### src/rtl/data_memory_arbiter_if.sv
`default_nettype none
// +----------------------------------------------------------------------+
// | data_memory_arbiter_if                                               |
// | Requester A/B buses plus the single-port data memory bus.            |
// | Revision: 1.0                                                        |
// +----------------------------------------------------------------------+
interface data_memory_arbiter_if;
  logic        a_req;
  logic        a_write;
  logic [31:0] a_addr;
  logic [31:0] a_wdata;
  logic        a_gnt;
  logic        a_rvalid;
  logic [31:0] a_rdata;

  logic        b_req;
  logic        b_write;
  logic [31:0] b_addr;
  logic [31:0] b_wdata;
  logic        b_lock;
  logic        b_gnt;
  logic        b_rvalid;
  logic [31:0] b_rdata;

  logic        err;

  logic [31:0] mem_address;
  logic [31:0] mem_wdata;
  logic        mem_write;
  logic        mem_read;
  logic [31:0] mem_rdata;

  modport slave (
    input  a_req, a_write, a_addr, a_wdata,
    input  b_req, b_write, b_addr, b_wdata, b_lock,
    input  mem_rdata,
    output a_gnt, a_rvalid, a_rdata,
    output b_gnt, b_rvalid, b_rdata,
    output err,
    output mem_address, mem_wdata, mem_write, mem_read
  );

  modport master (
    output a_req, a_write, a_addr, a_wdata,
    output b_req, b_write, b_addr, b_wdata, b_lock,
    output mem_rdata,
    input  a_gnt, a_rvalid, a_rdata,
    input  b_gnt, b_rvalid, b_rdata,
    input  err,
    input  mem_address, mem_wdata, mem_write, mem_read
  );
endinterface
`default_nettype wire

### src/rtl/data_memory_arbiter.sv
`default_nettype none
// +----------------------------------------------------------------------+
// | data_memory_arbiter                                                  |
// | Round-robin arbiter with B burst lock in front of a 1K x 32 memory.  |
// | Revision: 1.0                                                        |
// +----------------------------------------------------------------------+
module data_memory_arbiter #(
  parameter int MEM_BYTES = 4096,
  parameter int LOCK_MAX  = 16
) (
  input  wire logic             clk,
  input  wire logic             rst,
  data_memory_arbiter_if.slave  bus
);

  typedef enum logic [1:0] {
    ARB     = 2'd0,
    LOCK_B  = 2'd1,
    RELEASE = 2'd2
  } state_t;

  state_t      state;
  state_t      state_next;
  logic [7:0]  lock_cnt;
  logic [7:0]  lock_cnt_next;
  logic [8:0]  cnt_inc;
  logic        last_b;
  logic        last_b_next;

  logic        a_gnt;
  logic        b_gnt;
  logic        any_gnt;
  logic        sel_write;
  logic [31:0] sel_addr;
  logic [31:0] sel_wdata;
  logic        in_range;

  logic        a_rvalid_q;
  logic [31:0] a_rdata_q;
  logic        b_rvalid_q;
  logic [31:0] b_rdata_q;
  logic        err_q;

  assign cnt_inc = {1'b0, lock_cnt} + 9'd1;

  always_comb begin
    a_gnt         = 1'b0;
    b_gnt         = 1'b0;
    state_next    = state;
    lock_cnt_next = lock_cnt;
    last_b_next   = last_b;
    case (state)
      ARB: begin
        if (bus.a_req && bus.b_req) begin
          a_gnt = last_b;
          b_gnt = ~last_b;
        end else begin
          a_gnt = bus.a_req;
          b_gnt = bus.b_req;
        end
        if (b_gnt && bus.b_lock) begin
          lock_cnt_next = 8'd1;
          state_next    = (LOCK_MAX == 1) ? RELEASE : LOCK_B;
        end
      end
      LOCK_B: begin
        b_gnt = bus.b_req;
        if (b_gnt) begin
          lock_cnt_next = cnt_inc[7:0];
        end
        // Hitting the hold limit forces the release cycle even if B drops lock now.
        if (b_gnt && (cnt_inc == 9'(LOCK_MAX))) begin
          state_next = RELEASE;
        end else if (!bus.b_lock) begin
          state_next = ARB;
        end
      end
      RELEASE: begin
        a_gnt      = bus.a_req;
        state_next = ARB;
      end
      default: begin
        state_next = ARB;
      end
    endcase
    if (a_gnt) begin
      last_b_next = 1'b0;
    end
    if (b_gnt) begin
      last_b_next = 1'b1;
    end
    if (state == RELEASE) begin
      last_b_next = 1'b1;
    end
  end

  assign any_gnt   = a_gnt | b_gnt;
  assign sel_write = b_gnt ? bus.b_write : bus.a_write;
  assign sel_addr  = b_gnt ? bus.b_addr  : bus.a_addr;
  assign sel_wdata = b_gnt ? bus.b_wdata : bus.a_wdata;
  assign in_range  = (sel_addr < 32'(MEM_BYTES));

  assign bus.mem_address = any_gnt ? sel_addr  : 32'd0;
  assign bus.mem_wdata   = any_gnt ? sel_wdata : 32'd0;
  assign bus.mem_write   = any_gnt &  sel_write & in_range;
  assign bus.mem_read    = any_gnt & ~sel_write & in_range;

  assign bus.a_gnt    = a_gnt;
  assign bus.b_gnt    = b_gnt;
  assign bus.a_rvalid = a_rvalid_q;
  assign bus.a_rdata  = a_rdata_q;
  assign bus.b_rvalid = b_rvalid_q;
  assign bus.b_rdata  = b_rdata_q;
  assign bus.err      = err_q;

  always_ff @(posedge clk or posedge rst) begin
    if (rst) begin
      state      <= ARB;
      lock_cnt   <= 8'd0;
      last_b     <= 1'b1;
      a_rvalid_q <= 1'b0;
      a_rdata_q  <= 32'd0;
      b_rvalid_q <= 1'b0;
      b_rdata_q  <= 32'd0;
      err_q      <= 1'b0;
    end else begin
      state      <= state_next;
      lock_cnt   <= lock_cnt_next;
      last_b     <= last_b_next;
      a_rvalid_q <= a_gnt & ~bus.a_write;
      b_rvalid_q <= b_gnt & ~bus.b_write;
      err_q      <= any_gnt & ~in_range;
      if (a_gnt && !bus.a_write) begin
        a_rdata_q <= in_range ? bus.mem_rdata : 32'd0;
      end
      if (b_gnt && !bus.b_write) begin
        b_rdata_q <= in_range ? bus.mem_rdata : 32'd0;
      end
    end
  end

endmodule
`default_nettype wire

### src/flat_wrapper.sv
// flat-port wrapper written by rule: the top's interface ports become plain ports
module data_memory_arbiter_flat 
#(
  parameter int MEM_BYTES = 4096,
  parameter int LOCK_MAX  = 16
)
  (clk, rst, bus_a_req, bus_a_write, bus_a_addr, bus_a_wdata, bus_b_req, bus_b_write, bus_b_addr, bus_b_wdata, bus_b_lock, bus_mem_rdata, bus_a_gnt, bus_a_rvalid, bus_a_rdata, bus_b_gnt, bus_b_rvalid, bus_b_rdata, bus_err, bus_mem_address, bus_mem_wdata, bus_mem_write, bus_mem_read);
  data_memory_arbiter_if bus_i ();
  input  wire logic clk;
  input  wire logic rst;
  input wire logic [$bits(bus_i.a_req)-1:0] bus_a_req;
  input wire logic [$bits(bus_i.a_write)-1:0] bus_a_write;
  input wire logic [$bits(bus_i.a_addr)-1:0] bus_a_addr;
  input wire logic [$bits(bus_i.a_wdata)-1:0] bus_a_wdata;
  input wire logic [$bits(bus_i.b_req)-1:0] bus_b_req;
  input wire logic [$bits(bus_i.b_write)-1:0] bus_b_write;
  input wire logic [$bits(bus_i.b_addr)-1:0] bus_b_addr;
  input wire logic [$bits(bus_i.b_wdata)-1:0] bus_b_wdata;
  input wire logic [$bits(bus_i.b_lock)-1:0] bus_b_lock;
  input wire logic [$bits(bus_i.mem_rdata)-1:0] bus_mem_rdata;
  output wire logic [$bits(bus_i.a_gnt)-1:0] bus_a_gnt;
  output wire logic [$bits(bus_i.a_rvalid)-1:0] bus_a_rvalid;
  output wire logic [$bits(bus_i.a_rdata)-1:0] bus_a_rdata;
  output wire logic [$bits(bus_i.b_gnt)-1:0] bus_b_gnt;
  output wire logic [$bits(bus_i.b_rvalid)-1:0] bus_b_rvalid;
  output wire logic [$bits(bus_i.b_rdata)-1:0] bus_b_rdata;
  output wire logic [$bits(bus_i.err)-1:0] bus_err;
  output wire logic [$bits(bus_i.mem_address)-1:0] bus_mem_address;
  output wire logic [$bits(bus_i.mem_wdata)-1:0] bus_mem_wdata;
  output wire logic [$bits(bus_i.mem_write)-1:0] bus_mem_write;
  output wire logic [$bits(bus_i.mem_read)-1:0] bus_mem_read;
  assign bus_i.a_req = bus_a_req;
  assign bus_i.a_write = bus_a_write;
  assign bus_i.a_addr = bus_a_addr;
  assign bus_i.a_wdata = bus_a_wdata;
  assign bus_i.b_req = bus_b_req;
  assign bus_i.b_write = bus_b_write;
  assign bus_i.b_addr = bus_b_addr;
  assign bus_i.b_wdata = bus_b_wdata;
  assign bus_i.b_lock = bus_b_lock;
  assign bus_i.mem_rdata = bus_mem_rdata;
  assign bus_a_gnt = bus_i.a_gnt;
  assign bus_a_rvalid = bus_i.a_rvalid;
  assign bus_a_rdata = bus_i.a_rdata;
  assign bus_b_gnt = bus_i.b_gnt;
  assign bus_b_rvalid = bus_i.b_rvalid;
  assign bus_b_rdata = bus_i.b_rdata;
  assign bus_err = bus_i.err;
  assign bus_mem_address = bus_i.mem_address;
  assign bus_mem_wdata = bus_i.mem_wdata;
  assign bus_mem_write = bus_i.mem_write;
  assign bus_mem_read = bus_i.mem_read;
  data_memory_arbiter #(.MEM_BYTES(MEM_BYTES), .LOCK_MAX(LOCK_MAX)) u_core (.clk(clk), .rst(rst), .bus(bus_i));
endmodule
### config.mk
export PLATFORM = sky130hd
export DESIGN_NAME = data_memory_arbiter_flat
export DESIGN_NICKNAME = d
export VERILOG_FILES = /design/src/rtl/data_memory_arbiter_if.sv /design/src/rtl/data_memory_arbiter.sv /design/src/flat_wrapper.sv
export SDC_FILE = /design/constraint.sdc
export NUM_CORES = 1
export LEC_CHECK = 0
export ABC_AREA = 1
export CAP_MARGIN = 20
export CORE_AREA = 2 2 116 118
export CTS_BUF_LIST = sky130_fd_sc_hd__clkbuf_8
export DETAILED_ROUTE_END_ITERATION = 8
export DIE_AREA = 0 0 118 120
export GPL_TIMING_DRIVEN = 0
export MAX_ROUTING_LAYER = met4
export PLACE_DENSITY = 0.84
export RECOVER_POWER = 50
export SLEW_MARGIN = 20
export SYNTH_ARGS = -nofsm -noshare
export SYNTH_HDL_FRONTEND = slang
export SYNTH_SLANG_ARGS = --single-unit
### constraint.sdc
create_clock -name clk -period 3.6 [get_ports clk]
set_input_delay 0.72 -clock clk [delete_from_list [all_inputs] [get_ports clk]]
set_output_delay 0.72 -clock clk [all_outputs]
set_load 0.01 [all_outputs]
==> results.json, run 1 <==
{
  "num_rows": 42,
  "critPathMostFrequentCell": "sky130_fd_sc_hd__nand2_1",
  "timing_worst_slew_pin_value_ns": 1.556,
  "timing.setup.critical_path_class": "in2out",
  "asyncSetResetFlopFracSynth": 1.000,
  "cts-root-to-sink-buffers": 2,
  "fill_cells": 1172,
  "post_route_cells_drive_above_1_share": 0.08372,
  "antenna_violating_nets_post_route": 0,
  "critical-path-slowest-cell": "sky130_fd_sc_hd__clkdlybuf4s50_1",
  "grt_first_pass_wirelength_mm": 28.30,
  "maxSlewHeadroom": -0.04299,
  "timing.hold.ws_ns": 0.4765,
  "cts_inserted_buffers": 9,
  "multi_input_gate_area_um2": 2031,
  "grt_remaining_overflow": 0,
  "arrival_time_reported_for_the_critical_path_endpoint_ns": 2.79,
  "synth.avg_cell_area_um2": 8.053,
  "remaining_drc_errors": 0,
  "timing.final.crit_period_ns": 3.514,
  "fin_cells": 1036,
  "clkSinkCount": 78,
  "finish.net_count": 1023,
  "port_buffers": 301,
  "syn_to_final_growth_pct": 82.51,
  "floorplan.die_area_um2": 14160,
  "achievable-frequency_ghz": 0.2846,
  "grt_start_max_net_pins": 45,
  "drv.max_cap_violation_count": 1,
  "yosysTopAreaCell": "sky130_fd_sc_hd__dfrtp_1",
  "timing.critical_path.buf_inv": 4,
  "layout.area.seq_um2": 1953,
  "insertion_delay_ns": 0.36,
  "gp_congestion": 0.8925,
  "finalCritPeriodShare": 0.9761,
  "detailed_place.area_um2": 7556,
  "failed_checks": "capacitance limit, slew limit",
  "startpoint": "bus_a_req",
  "hold-path-cell-count": 2,
  "critical_path_depth": 15,
  "netlist.area_leader.share": 0.4481,
  "critical_path.top_delay_family": "simple AND/OR/NAND/NOR gates",
  "number_of_enable_type_register_cells_in_the_synthesized_netlist": 0,
  "drv_slew": 36,
  "worst_r2r_startpoint": "u_core.state[1]$_DFFE_PP0P_",
  "dp_cells": 1012,
  "critPathRequiredTime_ns": 2.88,
  "cts_htree_levels": 3,
  "die_y_um": 120,
  "antennaDiodeCount": 0,
  "clk_pin_slew_ns": 0.07,
  "fin_area_um2": 7849,
  "first_global_vias": 5151,
  "drt-vias-per-instance": 5.078,
  "syn_inst": 534,
  "main_area_contributors_after_synthesis": "sky130_fd_sc_hd__dfrtp_1 45%, sky130_fd_sc_hd__nand2_1 16%, sky130_fd_sc_hd__nand4_1 9.6%",
  "p_leak_nw": 3.888,
  "grt_antenna_before_repair": 0,
  "reg2reg_to": "u_core.bus.b_rdata[27]$_DFFE_PP0P_",
  "dp_hpwl_mm": 14.97,
  "timing.reg2reg.setup_slack_ns": 1.30,
  "postRouteWirelength_mm": 18.75,
  "timing.critical_path.slowest_cell_delay_ns": 0.44,
  "cp_cell_sequence": "clkdlybuf4s50_1 -> nand2_2 -> nand3_4 -> nand2_4 -> buf_6 -> nand2_1 -> nand2_1 -> nand2_1 -> nor2_1 -> nand2_2 -> nor2_4 -> buf_6 -> nand2_1 -> nor3_1 -> buf_2",
  "first_iter_violations": 504,
  "worstPathMaxFanout": 10,
  "vdd_drop_max_mv": 0.1482,
  "start_kind": "primary input",
  "syn_area_um2": 4300,
  "reg2regPathDepth": 15,
  "synth_seq_area_share": 0.4542,
  "die_w_um": 118,
  "setup_slack_ns": 0.08620,
  "first_pass_iters": 5,
  "most_frequently_used_flop_master_after_synthesis": "sky130_fd_sc_hd__dfrtp_1",
  "io-pin-count": 302,
  "core_area_um2": 12980,
  "power.density_cell_area_nw_per_um2": 315.9,
  "final_hold_viol_count": 0,
  "outcome": "finished with violations",
  "initial_utilization": 0.3313,
  "grt_setup_unrepaired": "true",
  "dp_slack_ns": -0.7728,
  "clockRootBuffer": "sky130_fd_sc_hd__clkbuf_8",
  "global_route.usage.total": 0.2661,
  "num_vias": 5261,
  "yosys_warnings": 0,
  "cts_tree": "yes",
  "timing.critical_path.to": "bus_mem_write",
  "total_power_w": 0.002480,
  "finalClockSkew_ns": 0.009119,
  "timing.hold.worst.class": "reg2reg",
  "yosys_register_bits": 78,
  "synth.distinct_cells": 28,
  "route.detailed.wl_per_inst_um": 18.09,
  "synth.net_count": 702,
  "timing.final.setup_violations": 0,
  "timing.critical_path.to_type": "output pin"
}
## per-stage QoR
stage                     utilization  setup TNS, ns
after global placement         0.5804         -51.98
final                          0.6047              0
after floorplan                     -              0
after CTS                      0.6003       -0.06316
after detailed placement       0.5821         -25.08
after global routing           0.6047        -0.1136
## cell usage in the layout (no fill, tap or decap), types with 7 or more instances in the layout
cell | Yosys | routed
sky130_fd_sc_hd__nand4_1 | 66 | 66
sky130_fd_sc_hd__buf_4 | 3 | 12
sky130_fd_sc_hd__dlygate4sd3_1 | 0 | 55
sky130_fd_sc_hd__inv_1 | 25 | 25
sky130_fd_sc_hd__clkdlybuf4s50_1 | 0 | 233
sky130_fd_sc_hd__clkbuf_8 | 0 | 11
sky130_fd_sc_hd__nand3_1 | 19 | 19
sky130_fd_sc_hd__nand3b_1 | 7 | 7
sky130_fd_sc_hd__clkbuf_1 | 18 | 12
sky130_fd_sc_hd__buf_2 | 8 | 8
sky130_fd_sc_hd__dfrtp_1 | 77 | 77
sky130_fd_sc_hd__buf_6 | 9 | 14
sky130_fd_sc_hd__a22o_1 | 44 | 44
sky130_fd_sc_hd__dlygate4sd2_1 | 0 | 9
sky130_fd_sc_hd__nor2_1 | 26 | 23
sky130_fd_sc_hd__nand2_1 | 187 | 185
sky130_fd_sc_hd__a21oi_1 | 13 | 13
## layout make-up
cell class / instances / area share
flip-flops and latches: 78 / 0.2488
repair buffers: 310 / 0.3898
plain buffers: 42 / 0.03794
well taps: 176 / 0.02806
clock buffers: 11 / 0.01929
clock inverters: 5 / 0.004304
multi-input cells: 387 / 0.2587
inverters: 27 / 0.01307
## per-layer routing
| metal | wire length [um] | vias to the layer above | part of all wire | track usage |
|---|---|---|---|---|
| met5 | 0 | - | 0 | - |
| met4 | 675 | 0 | 0.036 | 0.1190 |
| met3 | 1203 | 38 | 0.064 | 0.05038 |
| met2 | 9199 | 258 | 0.49 | 0.4371 |
| met1 | 7666 | 2486 | 0.41 | 0.3199 |
| li1 | - | 2479 | - | - |
## state kept, by name, indices dropped and copies added, names as in the netlist
register,cells
u_core.bus.a_rdata,32
u_core.bus.b_rvalid,1
u_core.bus.a_rvalid,1
u_core.bus.err,1
u_core.bus.b_rdata,32
u_core.last_b,1
u_core.state,2
u_core.lock_cnt,8
## timing repair
| item | 4_1_cts | 5_1_grt |
|---|---|---|
| hold buffers | 0 | 0 |
| pin swaps | 1 | 1 |
| setup endpoints to repair | 67 | 40 |
| buffers inserted | 0 | 8 |
| resized for setup | 44 | 14 |
| hold endpoints to repair | 0 | 0 |
| gates cloned | 0 | 0 |
## tightest hold or removal path, delay by kind of cell (launching register included)
family / cells / cell delay, ns
flip-flops: 1 / 0.34
AND/OR/NAND/NOR: 2 / 0.11
## synth_stat cells, types with 3 or more instances
| library cell | instances |
|---|---|
| sky130_fd_sc_hd__nand2_1 | 187 |
| sky130_fd_sc_hd__dfrtp_1 | 77 |
| sky130_fd_sc_hd__nand4_1 | 66 |
| sky130_fd_sc_hd__a22o_1 | 44 |
| sky130_fd_sc_hd__nor2_1 | 26 |
| sky130_fd_sc_hd__inv_1 | 25 |
| sky130_fd_sc_hd__nand3_1 | 19 |
| sky130_fd_sc_hd__clkbuf_1 | 18 |
| sky130_fd_sc_hd__a21oi_1 | 13 |
| sky130_fd_sc_hd__buf_6 | 9 |
| sky130_fd_sc_hd__buf_2 | 8 |
| sky130_fd_sc_hd__nand3b_1 | 7 |
| sky130_fd_sc_hd__o21ai_0 | 5 |
| sky130_fd_sc_hd__buf_1 | 4 |
| sky130_fd_sc_hd__nor3_1 | 4 |
| sky130_fd_sc_hd__xor2_1 | 4 |
| sky130_fd_sc_hd__buf_4 | 3 |
## worst min-delay path by stage
stage,end,from
finish,u_core.bus.a_rdata[23]$_DFFE_PP0P_,u_core.bus.a_rdata[23]$_DFFE_PP0P_
CTS,u_core.bus.a_rdata[3]$_DFFE_PP0P_,u_core.bus.a_rdata[3]$_DFFE_PP0P_
detailed placement,u_core.bus.a_rdata[3]$_DFFE_PP0P_,u_core.bus.a_rdata[3]$_DFFE_PP0P_
global placement,u_core.bus.a_rdata[24]$_DFFE_PP0P_,u_core.bus.a_rdata[24]$_DFFE_PP0P_
global route,u_core.bus.a_rdata[5]$_DFFE_PP0P_,u_core.bus.a_rdata[5]$_DFFE_PP0P_
floorplan,u_core.state[1]$_DFFE_PP0P_,u_core.state[1]$_DFFE_PP0P_
## where the power goes
| group | internal, W | total [W] | switching [W] | leakage [nW] |
|---|---|---|---|---|
| clock network | 0.000288 | 0.000626 | 0.000337 | 0.0971 |
| logic | 0.000487 | 0.000930 | 0.000443 | 2.71 |
| registers | 0.000902 | 0.000924 | 0.0000215 | 1.08 |
| total | 0.00168 | 0.00248 | 0.000802 | 3.89 |
## cells by family (layout without fill, tap and decap cells)
logic type / after synthesis / count (layout) / share of synthesized area
compound gates: 68 / 68 / 0.1193
xor+xnor: 4 / 4 / 0.008146
fa+ha+maj: 1 / 1 / 0.002909
buf+inv: 69 / 395 / 0.08088
flops: 78 / 78 / 0.4542
simple gates: 314 / 314 / 0.3346
Power figures use the tool's default switching activity.
==> run 2, diff against run 1 <==
--- a/config.mk
+++ b/config.mk
@@ -13,7 +13,7 @@
 export DIE_AREA = 0 0 118 120
 export GPL_TIMING_DRIVEN = 0
 export MAX_ROUTING_LAYER = met4
-export PLACE_DENSITY = 0.84
+export PLACE_DENSITY = 0.77
 export RECOVER_POWER = 50
 export SLEW_MARGIN = 20
 export SYNTH_ARGS = -nofsm -noshare
==> run 2 against run 1 <==
The flow now finishes without violations. Final area rose by 0.32%. Sequential power barely moved. Utilization rose by 0.19 points. Setup slack improved by 0.17 ns. Clock-buffer cell count fell by 1. Global-route usage fell by 1.2 points. Critical path depth fell by 6. Sequential share of layout area fell by 0.079 points. Clock skew fell by 0.0030 ns. Fmax rose by 5.1%. Critical path type is now reg2out. Critical endpoint is now bus_mem_address[23].
==> results.json, run 2 (synthesis results as in run 1) <==
{
  "grt_first_pass_wirelength_mm": 26.89,
  "final_hold_viol_count": 0,
  "timing.hold.worst.class": "reg2reg",
  "initial_utilization": 0.3313,
  "antenna_violating_nets_post_route": 0,
  "grt_start_max_net_pins": 56,
  "timing.critical_path.to": "bus_mem_address[23]",
  "timing_worst_slew_pin_value_ns": 1.328,
  "die_w_um": 118,
  "cp_cell_sequence": "inv_1 -> nand3_4 -> nand2_4 -> inv_1 -> nand2_1 -> inv_1 -> clkbuf_2 -> a21oi_1 -> clkdlybuf4s50_1",
  "critical_path.top_delay_family": "buffers and inverters",
  "timing.critical_path.buf_inv": 5,
  "port_buffers": 301,
  "drv_slew": 0,
  "postRouteWirelength_mm": 18.33,
  "power.density_cell_area_nw_per_um2": 329.3,
  "first_global_vias": 4914,
  "finalCritPeriodShare": 0.9286,
  "grt_remaining_overflow": 0,
  "drv.max_cap_violation_count": 0,
  "syn_to_final_growth_pct": 83.10,
  "cts_htree_levels": 3,
  "grt_antenna_before_repair": 1,
  "commonest_non_fill_non_tap_cell_in_the_layout": "sky130_fd_sc_hd__clkdlybuf4s50_1",
  "detailed_place.area_um2": 7564,
  "cts_inserted_buffers": 9,
  "gp_congestion": 0.8950,
  "timing.critical_path.slowest_cell_delay_ns": 0.61,
  "clk_pin_slew_ns": 0.08,
  "critical-path-slowest-cell": "sky130_fd_sc_hd__clkdlybuf4s50_1",
  "arrival_time_reported_for_the_critical_path_endpoint_ns": 2.62,
  "startpoint": "u_core.state[1]$_DFFE_PP0P_",
  "achievable-frequency_ghz": 0.2991,
  "core_area_um2": 12980,
  "reg2reg_to": "u_core.bus.b_rdata[20]$_DFFE_PP0P_",
  "clockRootBuffer": "sky130_fd_sc_hd__clkbuf_8",
  "total_power_w": 0.002593,
  "route.detailed.wl_per_inst_um": 17.69,
  "hold_buffers": 0,
  "critical_path_depth": 9,
  "fin_area_um2": 7874,
  "finalClockSkew_ns": 0.006094,
  "global_route.usage.total": 0.2539,
  "worst_r2r_startpoint": "u_core.state[1]$_DFFE_PP0P_",
  "post_route_cells_drive_above_1_share": 0.08265,
  "maxSlewHeadroom": 0.1150,
  "dp_hpwl_mm": 14.68,
  "clkSinkCount": 78,
  "grt_setup_unrepaired": "false",
  "die_y_um": 120,
  "insertion_delay_ns": 0.35,
  "critPathMostFrequentCell": "sky130_fd_sc_hd__inv_1",
  "cts-root-to-sink-buffers": 2,
  "totalNegativeSetupSlack_ns": 0,
  "layout_common_cells": "233 x sky130_fd_sc_hd__clkdlybuf4s50_1, 185 x sky130_fd_sc_hd__nand2_1, 77 x sky130_fd_sc_hd__dfrtp_1",
  "start_kind": "register",
  "timing.final.setup_violations": 0,
  "reg2regPathDepth": 15,
  "floorplan.die_area_um2": 14160,
  "cts_tree": "yes",
  "first_iter_violations": 492,
  "remaining_drc_errors": 0,
  "timing.reg2reg.setup_slack_ns": 1.33,
  "timing.final.crit_period_ns": 3.343,
  "p_leak_nw": 3.907,
  "timing.critical_path.to_type": "output pin",
  "num_rows": 42,
  "timing.setup.critical_path_class": "reg2out",
  "first_pass_iters": 5,
  "worstPathMaxFanout": 10,
  "outcome": "completed",
  "io-pin-count": 302,
  "num_vias": 5187,
  "drt-vias-per-instance": 5.007,
  "vdd_drop_max_mv": 0.1428,
  "critPathRequiredTime_ns": 2.88,
  "finish.net_count": 1022
}
run 2: layout make-up:
class / instances / area, um^2
Fill cell: 1145 / 5106
Timing Repair Buffer: 309 / 3053
Multi-Input combinational cell: 387 / 2032
Sequential cell: 78 / 1953
Buffer: 42 / 286.5
Tap cell: 176 / 220.2
Clock buffer: 10 / 137.6
Inverter: 27 / 102.6
Clock inverter: 6 / 86.33
Antenna cell: 1 / 2.502
run 2: repair_timing:
action / in CTS / in global routing
gates resized for setup: 40 / 14
cloned: 0 / 1
pin swaps: 0 / 6
setup endpoints to repair: 68 / 37
buffers inserted: 0 / 6
run 2: metrics by stage:
stage	util	setup slack (ns)	std cells	hold WS, ns
floorplan	-	0.8156	534	0.4510
finish	0.6066	0.2570	1036	0.4756
global route	0.6066	0.1149	1036	0.4954
global placement	0.5804	-0.6869	1011	0.4627
CTS	0.6022	0.001783	1028	0.4861
detailed placement	0.5827	-0.7369	1012	0.4659
run 2: power breakdown:
group	internal, W	switching (W)	total, W
clock	0.000408	0.000330	0.000738
combinational	0.000483	0.000447	0.000930
sequential	0.000902	0.0000225	0.000925
run 2: layer usage:
metal  part of all wire  global-route usage
met5                  0                   -
met4              0.037              0.1122
met3              0.079             0.05846
met2               0.48              0.4081
met1               0.40              0.3065
run 2: worst min-delay path by stage:
stage,to,from,slack (ns),depth (start not counted)
after floorplan,u_core.state[1]$_DFFE_PP0P_,u_core.state[1]$_DFFE_PP0P_,0.45,1
after global placement,u_core.bus.a_rdata[25]$_DFFE_PP0P_,u_core.bus.a_rdata[25]$_DFFE_PP0P_,0.46,2
after detailed placement,u_core.bus.b_rdata[17]$_DFFE_PP0P_,u_core.bus.b_rdata[17]$_DFFE_PP0P_,0.47,2
after CTS,u_core.bus.b_rdata[17]$_DFFE_PP0P_,u_core.bus.b_rdata[17]$_DFFE_PP0P_,0.49,2
after global routing,u_core.bus.b_rdata[21]$_DFFE_PP0P_,u_core.bus.b_rdata[21]$_DFFE_PP0P_,0.50,2
final,u_core.bus.b_rdata[17]$_DFFE_PP0P_,u_core.bus.b_rdata[17]$_DFFE_PP0P_,0.48,2
run 2: worst reg2reg max path: cells and delay by family (launching register included):
family / cells / cell delay [ns]
buffers and inverters: 5 / 0.70
DFF: 1 / 0.41
and+or+nand+nor: 10 / 1.08
